**config.mk**
```make
export PLATFORM = sky130hd
export DESIGN_NAME = control_unit_mc
export DESIGN_NICKNAME = d
export VERILOG_FILES = /design/src/rtl/control_unit_mc.sv
export SDC_FILE = /design/constraint.sdc
export NUM_CORES = 1
export LEC_CHECK = 0
export ABC_AREA = 1
export BUFFER_PORTS_ARGS = -buffer_cell sky130_fd_sc_hd__buf_2
export CAP_MARGIN = 30
export CELL_PAD_IN_SITES_DETAIL_PLACEMENT = 1
export CELL_PAD_IN_SITES_GLOBAL_PLACEMENT = 1
export CORE_MARGIN = 3
export CORE_UTILIZATION = 25
export CTS_BUF_LIST = sky130_fd_sc_hd__clkbuf_16
export CTS_CLUSTER_DIAMETER = 150
export DETAILED_ROUTE_END_ITERATION = 6
export GPL_ROUTABILITY_DRIVEN = 0
export PLACE_DENSITY = 0.69
export SLEW_MARGIN = 5
export SYNTH_ARGS = -nofsm -noshare
export SYNTH_HDL_FRONTEND = slang
export SYNTH_SLANG_ARGS = --single-unit
```
**constraint.sdc**
```tcl
create_clock -name clk -period 1.9 [get_ports clk]
set_clock_uncertainty 0.1 [all_clocks]
set_input_delay 0.095 -clock clk [delete_from_list [all_inputs] [get_ports clk]]
set_output_delay 0.095 -clock clk [all_outputs]
set_load 0.1 [all_outputs]
```
**src/rtl/control_unit_mc.sv**
```systemverilog
// control_unit_mc
//   Multi-cycle decode/control unit for the pipelined ARM/camera core.
//   D-stage steering signals are decoded combinationally from funct/opcode.
//   E-stage controls live in an internal D->E register. A small FSM sequences
//   latency-stalled MULT/AVERAGE (MULTI) and store-plus-one bursts (BURST),
//   raising stall_out while the block owns the E stage.
//
//   Optional feature macro: CU_ILLEGAL_TRAP_EN
//     defined   : undefined cmd with valid_d sets sticky illegal_o and issues
//                 as a full bubble.
//     undefined : illegal_o tied to 0, undefined cmds decode as FNOP.
//
// Ports
//   clk, rst_n                : clock, synchronous active-low reset
//   valid_d, stall_in         : D holds an instruction / hazard-unit stall
//   flush_in                  : kill E-stage instruction
//   funct, opcode, burst_len  : instruction fields, store-plus-one repeat count
//   RegSrcD, ImmSrcD,
//   BranchD, PCSrcD           : D-stage steering (combinational)
//   ALUSrcE, ALUControlE,
//   MemToRegE, RegWriteE,
//   MemWriteE, PlusOneE,
//   BranchE                   : E-stage controls (registered)
//   stall_out                 : block busy, D must hold
//   burst_idx                 : current burst beat index
//   illegal_o                 : sticky undefined-cmd flag
module control_unit_mc #(
   parameter int ALUCTL_W  = 4,
   parameter int MULT_LAT  = 3,
   parameter int AV_LAT    = 2,
   parameter int BURST_MAX = 16,
   parameter int CNT_W     = $clog2(BURST_MAX + 1)
) (
   input  logic                clk,
   input  logic                rst_n,
   input  logic                valid_d,
   input  logic                stall_in,
   input  logic                flush_in,
   input  logic [5:0]          funct,
   input  logic [1:0]          opcode,
   input  logic [CNT_W-1:0]    burst_len,
   output logic [1:0]          RegSrcD,
   output logic [1:0]          ImmSrcD,
   output logic                BranchD,
   output logic                PCSrcD,
   output logic                ALUSrcE,
   output logic [ALUCTL_W-1:0] ALUControlE,
   output logic                MemToRegE,
   output logic                RegWriteE,
   output logic                MemWriteE,
   output logic                PlusOneE,
   output logic                BranchE,
   output logic                stall_out,
   output logic [CNT_W-1:0]    burst_idx,
   output logic                illegal_o
);

   localparam logic [3:0] FNOP = 4'd0, FADD = 4'd1, FSUB = 4'd2, FMULT = 4'd3,
                          FLOAD = 4'd4, FSTR = 4'd5, FAVERAGE = 4'd6,
                          FSTR_ONE = 4'd7, FPIC = 4'd8, FB = 4'd9;

   localparam logic [CNT_W-1:0] BMAX   = CNT_W'(BURST_MAX);
   localparam logic [CNT_W-1:0] ONE    = CNT_W'(1);
   localparam logic [CNT_W-1:0] M_INIT = CNT_W'(MULT_LAT - 1);
   localparam logic [CNT_W-1:0] A_INIT = CNT_W'(AV_LAT - 1);

   typedef struct packed {
      logic                alusrc;
      logic [ALUCTL_W-1:0] alu;
      logic                memtoreg;
      logic                regwrite;
      logic                memwrite;
      logic                plusone;
      logic                branch;
   } ectl_t;

   typedef enum logic [1:0] {IDLE, MULTI, BURST} state_t;

   state_t           state;
   logic [CNT_W-1:0] cnt;
   ectl_t            e_q;
   ectl_t            dec_e;
   logic [3:0]       cmd;
   logic             undef;
   logic [CNT_W-1:0] eff_len;
   logic             unused;

   assign cmd    = funct[4:1];
   assign undef  = (cmd > FB);
   assign unused = funct[5];

   // D-stage steering
   assign RegSrcD = {(opcode == 2'b01) & ~funct[0], (opcode == 2'b10)};
   assign ImmSrcD = {(cmd == FB), (cmd == FSTR) | (cmd == FLOAD)};
   assign BranchD = (opcode == 2'b10);
   assign PCSrcD  = (opcode == 2'b10);

   // Zero-length bursts still issue one beat; long ones clamp to BURST_MAX.
   assign eff_len = (burst_len == '0)  ? ONE :
                    (burst_len > BMAX) ? BMAX : burst_len;

   always_comb begin
      dec_e        = '0;
      dec_e.alusrc = opcode[0];
      dec_e.branch = (opcode == 2'b10);
      case (cmd)
         FADD:     begin dec_e.alu = ALUCTL_W'(3'd1); dec_e.regwrite = 1'b1; end
         FSUB:     begin dec_e.alu = ALUCTL_W'(3'd2); dec_e.regwrite = 1'b1; end
         FMULT:    begin dec_e.alu = ALUCTL_W'(3'd3); dec_e.regwrite = 1'b1; end
         FLOAD:    begin dec_e.alu = ALUCTL_W'(3'd4); dec_e.regwrite = 1'b1;
                         dec_e.memtoreg = 1'b1; end
         FSTR:     begin dec_e.alu = ALUCTL_W'(3'd4); dec_e.memwrite = 1'b1; end
         FAVERAGE: begin dec_e.alu = ALUCTL_W'(3'd5); dec_e.regwrite = 1'b1; end
         FSTR_ONE: begin dec_e.alu = ALUCTL_W'(3'd4); dec_e.memwrite = 1'b1;
                         dec_e.plusone = 1'b1; end
         FB:       dec_e.regwrite = 1'b1;
         default: begin
`ifdef CU_ILLEGAL_TRAP_EN
            // trapped undefined cmds become a true bubble
            if (undef) begin
               dec_e.alusrc = 1'b0;
               dec_e.branch = 1'b0;
            end
`endif
         end
      endcase
   end

`ifdef CU_ILLEGAL_TRAP_EN
   logic illegal_q;
   always_ff @(posedge clk) begin
      if (!rst_n)
         illegal_q <= 1'b0;
      else if (!flush_in && !stall_in && state == IDLE && valid_d && undef)
         illegal_q <= 1'b1;
   end
   assign illegal_o = illegal_q;
`else
   assign illegal_o = 1'b0;
`endif

   always_ff @(posedge clk) begin
      if (!rst_n) begin
         state     <= IDLE;
         cnt       <= '0;
         burst_idx <= '0;
         stall_out <= 1'b0;
         e_q       <= '0;
      end else if (flush_in) begin
         state     <= IDLE;
         cnt       <= '0;
         burst_idx <= '0;
         stall_out <= 1'b0;
         e_q       <= '0;
      end else if (!stall_in) begin
         case (state)
            IDLE: begin
               burst_idx <= '0;
               stall_out <= 1'b0;
               e_q       <= valid_d ? dec_e : '0;
               if (valid_d) begin
                  if (cmd == FMULT && MULT_LAT > 1) begin
                     state     <= MULTI;
                     cnt       <= M_INIT;
                     stall_out <= 1'b1;
                  end else if (cmd == FAVERAGE && AV_LAT > 1) begin
                     state     <= MULTI;
                     cnt       <= A_INIT;
                     stall_out <= 1'b1;
                  end else if (cmd == FSTR_ONE && eff_len > ONE) begin
                     state     <= BURST;
                     cnt       <= eff_len - ONE;
                     stall_out <= 1'b1;
                  end
               end
            end
            MULTI: begin
               cnt <= cnt - ONE;
               if (cnt == ONE) begin
                  state     <= IDLE;
                  stall_out <= 1'b0;
               end
            end
            BURST: begin
               // E register holds the store-plus-one: each cycle is a new beat
               cnt       <= cnt - ONE;
               burst_idx <= burst_idx + ONE;
               if (cnt == ONE) begin
                  state     <= IDLE;
                  stall_out <= 1'b0;
               end
            end
            default: begin
               state     <= IDLE;
               stall_out <= 1'b0;
            end
         endcase
      end
   end

   assign ALUSrcE     = e_q.alusrc;
   assign ALUControlE = e_q.alu;
   assign MemToRegE   = e_q.memtoreg;
   assign RegWriteE   = e_q.regwrite;
   assign MemWriteE   = e_q.memwrite;
   assign PlusOneE    = e_q.plusone;
   assign BranchE     = e_q.branch;

endmodule

```
# Word-level counts from Yosys, hierarchy flattened
# Index checks and enable logic that the tools add are counted.
[op_classes]
addsub = 3
magnitude_cmp = 2
n_eq_ne = 16
n_mux = 26
n_bitwise = 5
reduce_logical = 15
[op_table]
columns = ["op", "n"]
rows = [
  ["5-bit two-way mux", 6],
  ["5-bit case mux with 2 select lines", 2],
  ["4-bit by 3-bit == test with 1-bit output, second input constant", 4],
  ["3-bit case mux with 5 select lines", 1],
  ["10-bit two-way mux", 1],
  ["2-bit two-way mux", 5],
  ["5-bit by 1-bit subtractor with 5-bit output, second input constant", 2],
  ["1-bit two-way mux", 9],
  ["4-bit by 2-bit == test with 1-bit output, second input constant", 2],
  ["4-bit AND reduction", 2],
  ["2-bit AND reduction", 3],
  ["2-bit OR reduction", 3],
  ["6-bit OR reduction", 1],
  ["5-bit by 1-bit adder with 5-bit output, second input constant", 1],
  ["5-bit by 1-bit == test with 1-bit output, second input constant", 1],
  ["5-bit by 1-bit > comparator with 1-bit output, second input constant", 1],
  ["5-bit > comparator, second input constant", 1],
  ["5-bit logical NOT", 1],
  ["2-bit by 1-bit == test with 1-bit output, second input constant", 2],
  ["2-bit == test, second input constant", 2],
  ["4-bit by 1-bit == test with 1-bit output, second input constant", 1],
  ["4-bit == test, second input constant", 1],
  ["4-bit != test, second input constant", 1],
  ["2-bit case mux with 2 select lines", 1],
  ["10 further kinds", 13],
]
[word_totals]
regBits = 23
in_bits = 18
output_inout_bits = 23
elab_cells = 78

# Depth between registers and ports, before layout
# Gate-level depths: netlist of the first run.
[depth]
word_depth = 10
mapped_depth = 13
ltp_nobuf = 13

# Worst setup path after synthesis of the first run
# Ideal clock, no wire load.
[synth_timing]
kind = "input to output"
startpoint = "input funct[2]"
endpoint = "output ImmSrcD[1]"
arrival_time_ns = 2.275
required_ns = 1.705
setup_slack_ns = -0.570
stages = 3
n_path_buf = 0
cell_sequence = "inv_1 nand2_1 nor3_1"
[synth_between]
elab_chain_cells = 1
[synth_rtl]
columns = ["item", "line_no", "source"]
rows = [
  ["start: declaration", "39", "input logic [5:0] funct,"],
  ["4-bit == test", "94", "assign ImmSrcD = {(cmd == FB), (cmd == FSTR) | (cmd == FLOAD)};"],
  ["end: declaration", "43", "output logic [1:0] ImmSrcD,"],
]
# Every way passes these cells.

# Final worst setup path of the first run
[layout_timing]
startpoint = "register state[0]"
endpoint = "register stall_out"
[layout_between]
elab_chain_cells = 4
elab_cells_between_ends = 7
classes_between = "eq/ne: 3; mux: 1; reduce/logical: 3"
[layout_rtl]
columns = ["item", "line_no", "source"]
rows = [
  ["start: declaration", "79", "state_t state;"],
  ["start signal: assignment", "144", "state <= IDLE;"],
  ["start signal: assignment", "150", "state <= IDLE;"],
  ["start signal: assignment", "163", "state <= MULTI;"],
  ["2-bit == test / 2-bit by 1-bit == test with 1-bit output (equally long branches)", "156", "case (state)"],
  ["2-bit OR reduction (no source line)", "-", ""],
  ["2-bit by 1-bit != test with 1-bit output (no source line)", "-", ""],
  ["2-bit AND reduction (no source line)", "-", ""],
  ["end signal: assignment", "153", "stall_out <= 1'b0;"],
  ["end signal: assignment", "159", "stall_out <= 1'b0;"],
  ["end signal: assignment", "165", "stall_out <= 1'b1;"],
  ["end: declaration", "53", "output logic stall_out,"],
]
# Parallel ways exist; a longest one is shown, timed or not.
# A chain may end at the register's enable or synchronous reset.

==> metrics.txt, run 1 <==
Num CTS Buffers=3; Tmin final=1.689 ns; Post-DRT Antenna Nets=0; Area Growth Syn to Fin=25.43%; Clock Tree Buf Depth=2; hold crit path type=in -> reg; ys flop type=dfxtp_1; Crit Path Max Fanout=5; Worst-Skew Late Latency=0.25 ns; Core Box Area=5270 um^2; fraction of layout cells with a size suffix above 1=0.2863; met2 routed WL=1.593 mm; Distinct cells, synth=27; status=finished clean; Syn Std Cell Area=1398 um^2; PnR worst setup slack=0.2115 ns; met1 WL=1.633 mm; count leader, synth=nand2_1; setup TNS=0 ns; Yosys reg bits=22; synthesized area per cell=6.719 um^2; Total Routed Length=3.412 mm; Initial Util=0.2652; fin util=0.3326; Max-Cap Viols=0; CP required=1.99 ns; Top Metal Used=met4; share of flip-flops with an asynchronous set or reset=0; Setup Fix Bufs, Post-CTS=0; Avg WL per Cell=10.73 um; global route overflow=0; total die area=6524 um^2; most frequent cells after synthesis=nand2_1 (40), inv_1 (27), nor2_1 (25); Post-CTS Hold Fix Bufs=0; Max Slew Vio Count=0; pre-CTS WS=0.1851 ns; post-synthesis sequential area ratio=0.3151; CP startpoint kind=flip-flop; num rows=26; worst path arrival time=1.77 ns; final hold vios=0; drt drc=0; Setup Viol. Count Final=0; share of the synthesized area in the top cell type=0.3151; post-route cell area=1753 um^2; Total GRT Usage=0.1145; post-place instance area=1672 um^2; DRT Pass-1 Iters=4; Peak Freq=0.5922 GHz; initial antenna violation count=0; Post-Syn Instances=208; Vias=1398; Final nets=275; Clk pin slew, worst setup/hold paths=0.06 ns; wire length on met3=175 um; Syn. warnings=0; P_leak=0.8433 nW; clock sinks=22; vias in the first global route=1406; Top-Level Pins=41; Die Width=80.77 um; Min Hold Slack=0.03327 ns; placed wire-length estimate=2.858 mm; # diodes=0; crit end category=flip-flop; Root Driver=clkbuf_16; Crit Path Category=reg -> reg; Worst IR Drop VDD=0.3577 mV; number of synthesized flops with an enable pin=0; htree depth=1; largest net degree at the start of global routing=13; Port Buffers=37; Synth area leaders=dfxtp_1 (32%), nand2_1 (11%), inv_1 (7.3%), ha_1 (7.2%), nor2_1 (6.7%); first-pass GRT wire length=5.975 mm; top cell type by total area after synthesis=dfxtp_1; PwrDens=644.1 nW/um^2; period utilization=0.8887; CTS tree=built; vias per inst=4.396; DR iter-0 viols=28; unrepaired setup endpoints after global routing=false; Die Y=80.77 um
-- path summary, 6_finish.rpt --
kind	slack, ns	end	from	cells after the start
setup / recovery	0.21	stall_out	state[0]	8
hold / removal	0.03	ALUSrcE	opcode[0]	3
setup reg to reg	0.21	stall_out	state[0]	8
hold reg to reg	0.37	MemWriteE	MemWriteE	2
-- power by group --
group	total [mW]	leakage (nW)	internal [mW]	switching [mW]
combinational	0.223	0.626	0.0551	0.168
sequential	0.468	0.178	0.465	0.00230
clock	0.438	0.0385	0.280	0.158
total	1.13	0.843	0.801	0.328
-- cell usage in the layout (no fill, tap or decap), types with 4 or more instances in the layout --
cell	instances
nor3_1	5
o21ai_0	12
inv_2	5
a21oi_1	17
inv_1	27
nand3_1	11
buf_4	4
nor2_2	8
nand2_1	40
buf_2	37
nor2_1	24
dfxtp_1	20
ha_1	7
-- registers in the layout (all words and copies together), names as in the netlist --
| signal | flops |
|---|---|
| MemWriteE | 1 |
| ALUControlE | 3 |
| burst_idx | 5 |
| state | 2 |
| cnt | 5 |
| PlusOneE | 1 |
| MemToRegE | 1 |
| RegWriteE | 1 |
| BranchE | 1 |
| ALUSrcE | 1 |
| stall_out | 1 |
-- stage by stage --
| stage | cells | power (mW) |
|---|---|---|
| 2_1_floorplan | 209 | 0.6520 |
| 3_3_place_gp | 314 | 0.7016 |
| 3_5_place_dp | 314 | 0.7028 |
| 4_1_cts | 318 | 1.143 |
| 5_1_grt | 318 | 1.190 |
| 6_report | 318 | 1.129 |
-- critical path: stages (launching register included) --
cell     delay (ns)
dfxtp_1        0.33
inv_1          0.09
ha_2           0.23
nand2_1        0.14
nor2_4         0.18
inv_2          0.07
nor2_1         0.18
o21ai_0        0.16
a21oi_1        0.14
-- final cells by class --
class / instances / area [um^2]
inverters: 32 / 120.1
multi-input cells: 149 / 808.3
flip-flops and latches: 22 / 442.9
well taps: 70 / 87.58
repair buffers: 41 / 215.2
clock buffers: 3 / 75.07
fillers: 705 / 3517
clock inverters: 1 / 3.754
-- routing by layer --
metal	vias up	track usage
li1	735	-
met1	638	0.1478
met2	23	0.1945
met3	2	0.03326
met4	0	0.01520
met5	-	0
-- cells by family after synthesis --
logic type / synth area share
other cells: 0.002683
compound gates: 0.1495
buf+inv: 0.1164
fa+ha+maj: 0.07162
flops: 0.3151
simple gates: 0.3384
xor+xnor: 0.006268
-- timing repair --
| action | CTS | global route |
|---|---|---|
| gates resized for setup | 0 | 2 |
| hold endpoints to repair | 0 | 0 |
| setup endpoints to repair | 0 | 3 |
Power figures use the tool's default switching activity.
==> run 2: changes to the inputs <==
==> constraint.sdc (replaced) <==
create_clock -name clk -period 1.9 [get_ports clk]
set_clock_uncertainty 0.1 [all_clocks]
set_input_delay 0.475 -clock clk [delete_from_list [all_inputs] [get_ports clk]]
set_output_delay 0.475 -clock clk [all_outputs]
set_load 0.1 [all_outputs]
==> run 2 against run 1 <==
Compared with the run above: power is 17% higher; critical path depth grew 6; sequential share of layout area fell by 2.4 points; critical endpoint is now cnt[4].
==> metrics.txt, run 2 (synthesized netlist as in run 1, its figures left out) <==
combinational power share=0.198 (about the same); status=finished clean; total die area=6524 um^2 (unchanged); Peak Freq=0.5719 GHz (-3.4%); placed wire-length estimate=3.007 mm (+5.2%); Total Routed Length=3.708 mm (+8.7%); num rows=26 (unchanged); Sw Pwr=0.3569 mW (+8.7%); CTS tree=built; Max Slew Vio Count=0 (unchanged); # diodes=0 (unchanged); global route overflow=0 (unchanged); Power, Total=1.321 mW (+17%); crit end category=flip-flop; drt drc=0 (unchanged); Final nets=280 (+1.8%); PwrDens=683.2 nW/um^2 (+6.1%); DRT Pass-1 Iters=3 (-1); Setup Viol. Count Final=0 (unchanged); pre-CTS WS=-0.2315 ns (-0.4166 ns); Top-Level Pins=41 (unchanged); fraction of layout cells with a size suffix above 1=0.3083 (+0.02201); Area Growth Syn to Fin=38.32%; Internal Dissipation=0.9637 mW (+20%); Core Box Area=5270 um^2 (unchanged); vias per inst=4.402 (+0.14%); vias in the first global route=1475 (+4.9%); Worst R2R Setup Slack=0.20 ns (about the same); largest net degree at the start of global routing=15 (+2); worst path arrival time=1.80 ns (+0.03 ns); Worst IR Drop VDD=0.3600 mV (+0.64%); Post-CTS Hold Fix Bufs=0 (unchanged); final hold vios=0 (unchanged); first-pass GRT wire length=6.541 mm (+9.5%); Avg WL per Cell=11.48 um (+7.0%); fin util=0.3668 (+0.03419); Total GRT Usage=0.1240 (+0.009468); Root Driver=clkbuf_16; unrepaired setup endpoints after global routing=true; PnR worst setup slack=0.1516 ns (-0.05990 ns); period utilization=0.9202 (+0.03153); htree depth=1 (unchanged); Worst-Skew Late Latency=0.25 ns (about the same); Die Width=80.77 um (unchanged); Clock Tree Buf Depth=2 (unchanged); hold crit path type=reg -> reg; Port Buffers=37 (unchanged); Initial Util=0.2652 (unchanged); Post-DRT Antenna Nets=0 (unchanged); CP required=1.95 ns (-0.04 ns); Die Y=80.77 um (unchanged); Crit Path Category=in -> reg; P_leak=0.9026 nW (+7.0%); initial antenna violation count=0 (unchanged); clock power share=0.448 (+0.060); clock sinks=22 (unchanged); Vias=1422 (+1.7%); most common cell after layout, fill and taps aside=nand2_1; Num CTS Buffers=3 (unchanged); sequential share of power=0.354 (-0.060); Crit Path Max Fanout=5 (unchanged); CP startpoint kind=input pin; Max-Cap Viols=0 (unchanged); Clk pin slew, worst setup/hold paths=0.06 ns (about the same); commonest non-fill, non-tap cells in the layout=nand2_1 (40), buf_2 (31), inv_1 (27), nor2_1 (22), dfxtp_1 (20); switching share of power=0.2703 (-0.02041); DR iter-0 viols=28 (unchanged); setup TNS=0 ns (unchanged); Tmin final=1.748 ns (+0.05990 ns)
## run 2: stage by stage
stage | instances | instance area [um^2] | hold slack, ns
6_report | 323 | 1933 | 0.3642
5_1_grt | 323 | 1933 | 0.3999
4_1_cts | 322 | 1923 | 0.3660
3_5_place_dp | 318 | 1818 | 0.3558
3_3_place_gp | 318 | 1818 | 0.3519
2_1_floorplan | 209 | 1438 | 0.3655
## run 2: final cells by class
class | instances | area [um^2]
Clock buffer | 3 | 75.07
Clock inverter | 1 | 30.03
Fill cell | 688 | 3337
Inverter | 32 | 120.1
Multi-Input combinational cell | 150 | 842.1
Sequential cell | 22 | 442.9
Tap cell | 70 | 87.58
Timing Repair Buffer | 45 | 335.3
## run 2: worst max-delay path: stages
cell     delay (ns)
buf_2          0.10
inv_1          0.06
nand2_1        0.06
o21ai_1        0.15
nand2_1        0.09
inv_1          0.07
ha_1           0.15
nand3_1        0.09
nand2_1        0.11
nand3_2        0.15
nand3_4        0.13
nand2_1        0.07
nand2_1        0.07
nor2_2         0.03
## run 2: power by group through the flow
stage	registers, mW	clock network (mW)	logic [mW]
2_1_floorplan	0.494	0	0.162
3_3_place_gp	0.478	0	0.256
3_5_place_dp	0.478	0	0.261
4_1_cts	0.467	0.612	0.262
5_1_grt	0.468	0.626	0.287
6_report	0.468	0.592	0.261
## run 2: per-layer routing
metal | up-vias | wire, um | GRT usage
li1 | 747 | - | -
met1 | 645 | 1744 | 0.1611
met2 | 26 | 1744 | 0.2094
met3 | 4 | 200 | 0.03326
met4 | 0 | 19 | 0.02027
met5 | - | 0 | 0
## run 2: worst paths after layout
kind                              startpoint        end  depth (start not counted)
worst max-delay path            burst_len[3]     cnt[4]                         14
worst min register to register      PlusOneE   PlusOneE                          2
worst max register to register      state[0]  stall_out                          8
worst min-delay path                PlusOneE   PlusOneE                          2
## run 2: repair_timing
action | in CTS | in global routing
endpoints found under the setup margin | 0 | 9
hold endpoints to repair | 0 | 0
resized for setup | 0 | 2
buffers inserted | 0 | 0
